<file path="src/rtl/charlieplex_led_driver.sv">
// Charlieplexed LED scanner: walks NPINS*(NPINS-1) LED slots, driving one anode/cathode pair
// per slot after a short all-tristate blanking interval. Each LED's state can come from the live
// request, a sticky capture, or a software override, optionally gated by a shared blink phase.
module charlieplex_led_driver #(
    parameter int unsigned NPINS          = 4,
    parameter int unsigned DWELL_CYCLES   = 64,
    parameter int unsigned BLANK_CYCLES   = 2,
    parameter int unsigned BLINK_DIV_LOG2 = 22,
    localparam int unsigned NLEDS         = NPINS * (NPINS - 1),
    localparam int unsigned SW            = $clog2(NLEDS)
) (
    input  logic             clk_i,
    input  logic             rst_i,
    input  logic [NLEDS-1:0] led_i,
    input  logic [NLEDS-1:0] ovr_en_i,
    input  logic [NLEDS-1:0] ovr_val_i,
    input  logic [NLEDS-1:0] sticky_en_i,
    input  logic [NLEDS-1:0] sticky_clr_i,
    input  logic [NLEDS-1:0] blink_en_i,
    output logic [NPINS-1:0] pin_o,
    output logic [NPINS-1:0] pin_oen_o,
    output logic [NLEDS-1:0] led_state_o,
    output logic [SW-1:0]    slot_o
);

    localparam int unsigned      DW        = (DWELL_CYCLES > 1) ? $clog2(DWELL_CYCLES) : 1;
    localparam int unsigned      BW        = BLINK_DIV_LOG2;
    localparam logic [DW-1:0]    DwellLast = DW'(DWELL_CYCLES - 1);
    localparam logic [DW-1:0]    BlankEnd  = DW'(BLANK_CYCLES);
    localparam logic [SW-1:0]    SlotLast  = SW'(NLEDS - 1);

    logic [DW-1:0]    dwell_q, dwell_d;
    logic [SW-1:0]    slot_q, slot_d;
    logic [NLEDS-1:0] sticky_q, sticky_d;
    logic [NLEDS-1:0] led_state_q, led_state_d;
    logic [BW-1:0]    blink_cnt_q, blink_cnt_d;
    logic             phase_q, phase_d;
    logic [NPINS-1:0] pin_q, pin_d;
    logic [NPINS-1:0] pin_oen_q, pin_oen_d;

    logic [NLEDS-1:0] src;
    logic [NLEDS-1:0] ovr_mux;
    logic [NLEDS-1:0] eff;
    logic [NPINS-1:0] anode_mask;
    logic [NPINS-1:0] cathode_mask;
    int unsigned      slot_idx;
    int unsigned      a_idx;
    int unsigned      j_idx;
    int unsigned      c_idx;

    // Effective LED state: source select, then override, then blink gate (blink also hits overrides)
    always_comb begin
        src     = (sticky_en_i & sticky_q) | (~sticky_en_i & led_i);
        ovr_mux = (ovr_en_i & ovr_val_i) | (~ovr_en_i & src);
        eff     = ovr_mux & (~blink_en_i | {NLEDS{phase_q}});
    end

    // Slot to anode/cathode: the cathode index skips over the anode pin
    always_comb begin
        slot_idx     = 32'(slot_q);
        a_idx        = slot_idx / (NPINS - 1);
        j_idx        = slot_idx % (NPINS - 1);
        c_idx        = (j_idx < a_idx) ? j_idx : j_idx + 1;
        anode_mask   = NPINS'(1'b1) << a_idx;
        cathode_mask = NPINS'(1'b1) << c_idx;
    end

    // Next state: scan counters, sticky capture, blink prescaler and registered pin drive
    always_comb begin
        dwell_d     = dwell_q + DW'(1);
        slot_d      = slot_q;
        blink_cnt_d = blink_cnt_q + BW'(1);
        phase_d     = phase_q;
        sticky_d    = (sticky_q & ~sticky_clr_i) | led_i;
        led_state_d = eff;
        pin_oen_d   = '1;
        pin_d       = '0;

        if (dwell_q == DwellLast) begin
            dwell_d = '0;
            slot_d  = (slot_q == SlotLast) ? '0 : slot_q + SW'(1);
        end

        // Counter wraps naturally; toggle on the last count of the period
        if (blink_cnt_q == {BW{1'b1}}) begin
            phase_d = ~phase_q;
        end

        // Blank at the head of every slot so the previous pair fully releases first
        if ((dwell_q >= BlankEnd) && eff[slot_q]) begin
            pin_oen_d = ~(anode_mask | cathode_mask);
            pin_d     = anode_mask;
        end
    end

    // State registers with synchronous reset
    always_ff @(posedge clk_i) begin
        if (rst_i) begin
            dwell_q     <= '0;
            slot_q      <= '0;
            sticky_q    <= '0;
            led_state_q <= '0;
            blink_cnt_q <= '0;
            phase_q     <= 1'b0;
            pin_q       <= '0;
            pin_oen_q   <= '1;
        end else begin
            dwell_q     <= dwell_d;
            slot_q      <= slot_d;
            sticky_q    <= sticky_d;
            led_state_q <= led_state_d;
            blink_cnt_q <= blink_cnt_d;
            phase_q     <= phase_d;
            pin_q       <= pin_d;
            pin_oen_q   <= pin_oen_d;
        end
    end

    assign pin_o       = pin_q;
    assign pin_oen_o   = pin_oen_q;
    assign led_state_o = led_state_q;
    assign slot_o      = slot_q;

endmodule

</file>
<file path="config.mk">
export PLATFORM = sky130hd
export DESIGN_NAME = charlieplex_led_driver
export DESIGN_NICKNAME = d
export VERILOG_FILES = /design/src/rtl/charlieplex_led_driver.sv
export SDC_FILE = /design/constraint.sdc
export NUM_CORES = 1
export LEC_CHECK = 0
export ABC_CLOCK_PERIOD_IN_PS = 15500
export BUFFER_PORTS_ARGS = -buffer_cell sky130_fd_sc_hd__buf_2
export CORE_UTILIZATION = 30
export CTS_CLUSTER_DIAMETER = 60
export DETAILED_ROUTE_END_ITERATION = 7
export PLACE_DENSITY = 0.51
export SETUP_SLACK_MARGIN = 0.5
export SLEW_MARGIN = 20
export SYNTH_ARGS = -nofsm -noshare
export SYNTH_HDL_FRONTEND = slang
export SYNTH_SLANG_ARGS = --single-unit
</file>
<file path="constraint.sdc">
create_clock -name clk_i -period 15.5 [get_ports clk_i]
set_clock_uncertainty 0.2 [all_clocks]
set_input_delay 1.55 -clock clk_i [delete_from_list [all_inputs] [get_ports clk_i]]
set_output_delay 1.55 -clock clk_i [all_outputs]
set_load 0.1 [all_outputs]
</file>
==> results.md <==
- Worst Hold End: blink_cnt_q[0]
- Final hold viol count: 0
- Post-synth EDFFs: 0
- Setup tns final: 0 ns
- Final ANT Viol Nets: 0
- Syn avg cell area: 8.21 um^2
- Final worst path period need: around 6.2 ns
- Worst path required time: 15.48 ns
- Post-DP HPWL: 7160 um
- GR Overflow Total: 0
- Register bit total from synthesis: 65
- Initial antenna violation count: 0
- Reg-to-reg startpoint: slot_o[2]
- CP endpoint kind: flop
- Die height: between 100 and 150 um
- Core area: ~12000 um^2
- Final WS setup: 9.26 ns
- Die area: 13100 um^2
- # port buffers: 97
- CP arrival: 6.22 ns
- Pre-CTS setup slack: 9.34 ns
- RSZ-0062 raised after global routing: false
- CTS resizes: 0
- Peak supply drop: 0.0663 mV
- Clock Sink Count: 65
- DR vias: between 3000 and 4000
- Largest net degree at the start of global routing: 59
- Async SR Flop Fraction: 0%
- Worst reg2reg path depth: 20
- Postcts setup bufs: 0
- CP max FO: 19
- Chip width: 114 um
- Std cell rows: 40
- Post-synthesis cell count: 462
- Routed WL per cell: 13.2 um
- Post-synthesis sequential area ratio: 34.3%
- Rel. slew slack: about 41%
- Design Area, Final: 4720 um^2
- Clk Latency, worst-skew pair: 0.34 ns
- CTS tree: yes
- Pwr/cell area: 93.7 nW/um^2
- DRT iter0 DRCs: 147
- RR Endpoint: pin_oen_o[1]
- Tot Pwr: 0.000443 W
- Hold_buf cts: 0
- Synth cell types: 70
- Initial Util: 31.2%
- Leak pwr: approximately 2.0 nW
- H-tree levels: 3
- Max Fclk: ~160 MHz
- Root Driver: clkbuf_16
- Clk buf depth: 2
- Commonest non-fill, non-tap cell in the layout: buf_2
- Hold Path Cell Cnt: 1
- Gr usage total: 15.6%
- Max-Cap Viols: 0
- Num ports: 98
- Setup Viol. Count Final: 0
- Synth Cell Area: 3790 um^2
- Area growth, synth to finish: 24.5%
- Warnings from Yosys: 0
- Setup Crit Path Kind: flop to flop
- DP Area: ~4400 um^2
- Worst reg2reg setup slack: between 9 and 10 ns
- Hold WC Path Type: flop to flop
- Vias per cell: 4.93
- Synth Flop Type: dfxtp_1
- # DRC: 0
- Post-Route WL: approximately 9600 um
- HP Start: blink_cnt_q[0]
- GPL Wtd Cong: 0.905
- Commonest cells after routing, fill and taps aside: buf_2 (97), dfxtp_1 (65), nor2_1 (51)
- Pre-Repair DR Iteration Count: 4
- CTS buffer count: 9
- Post-layout net count: 641
- Period utilisation layout: 40.3%
- Diodes inserted: 0
- Crit path launch type: flop
- Layout cells sized above 1: 25.6%
- Worst Tran Pin Value: approximately 0.88 ns
- First-pass GRT wire length: 15800 um
- Slew Limit Fails: 0
- Outcome: finished, final reports clean
- Clk slew on worst S/H paths: 0.06 ns
- Post-Syn Nets: 550
- Vias in the first global route: 3387
==> power by group <==
part / leakage [nW] / internal (W) / switching, W / total [W]
Sequential: 0.531 / 0.000173 / 0.00000267 / 0.000175
Clock: 0.159 / 0.000145 / 0.0000766 / 0.000221
Combinational: 1.31 / 0.0000164 / 0.0000297 / 0.0000461
Total: 2.00 / 0.000334 / 0.000109 / 0.000443
==> critical path: stages, from the launching register on <==
cell and delay [ns]:
dfxtp_1 0.73, inv_1 0.25, nor2_1 0.19, ha_1 0.44, nand2b_2 0.12, a41oi_2 0.33
xnor2_1 0.13, ha_1 0.24, a311o_1 0.33, or3_4 0.37, nor2_4 0.14, mux2_2 0.39
ha_1 0.27, nor2b_1 0.12, o21ai_0 0.11, or4b_1 0.44, a31oi_1 0.21, nand3_1 0.24
and3_1 0.29, a2111oi_4 0.35, a41oi_1 0.18
==> layout make-up <==
type	count	area, um^2
tap	168	210
multi-input combinational	345	2270
clock buffer	11	243
inverter	34	129
sequential	65	1300
clock inverter	5	78.8
fill	1247	7440
timing repair buffer	98	493
==> cell usage after synthesis, drive strengths merged (10+ instances only) <==
cell type,instances,area (um^2)
nand3,17,85.1
nand2,28,105
or3,10,77.6
nor3,22,115
nor2,52,203
xnor2,10,87.6
dfxtp,65,1300
nor2b,13,81.3
xor2,14,123
nand2b,11,71.3
o21ai,22,110
a21oi,34,178
clkbuf,10,37.5
ha,14,175
inv,32,120
==> sequential cells by signal, summed over array words and instances, names as in the netlist <==
signal and flops:
dwell_q 6, led_state_o 12, pin_oen_o 4, pin_o 4, slot_o 4, sticky_q 12
blink_cnt_q 22, phase_q 1
==> cells by family (layout without fill, tap and decap cells) <==
kind of cell	Yosys count	count (layout)	synth area share (%)
simple gates	183	183	25.5
compound gates	110	110	20.2
flops	65	65	34.3
buf+inv	52	148	5.93
xor+xnor	24	24	5.54
fa+ha+maj	14	14	4.62
mux	14	14	3.96
==> per-stage QoR <==
stage,utilization (%),cells,hold WS [ns]
3_5_place_dp,36.2,710,0.229
2_1_floorplan,-,462,0.213
5_1_grt,38.8,726,0.270
3_3_place_gp,36.2,710,0.227
6_report,38.8,726,0.236
4_1_cts,38.8,726,0.238
==> worst max path at each step <==
stage	depth (start not counted)	end	start	slack (ns)
finish	20	pin_oen_o[1]	slot_o[2]	9.26
global route	20	pin_oen_o[1]	slot_o[2]	8.84
CTS	20	pin_oen_o[1]	slot_o[2]	9.30
detailed placement	20	pin_oen_o[1]	slot_o[2]	9.34
global placement	20	pin_oen_o[0]	slot_o[2]	9.45
floorplan	20	pin_oen_o[0]	slot_o[0]	9.32
==> layer usage <==
| metal | up-vias | wire (um) | global-route usage, % |
|---|---|---|---|
| met5 | - | 0 | 0 |
| met4 | 0 | 198 | 7.01 |
| met3 | 14 | 601 | 4.13 |
| met2 | 105 | 4480 | 26.2 |
| met1 | 1639 | 4280 | 18.5 |
| li1 | 1822 | - | - |
(Power assumes the default switching activity.)
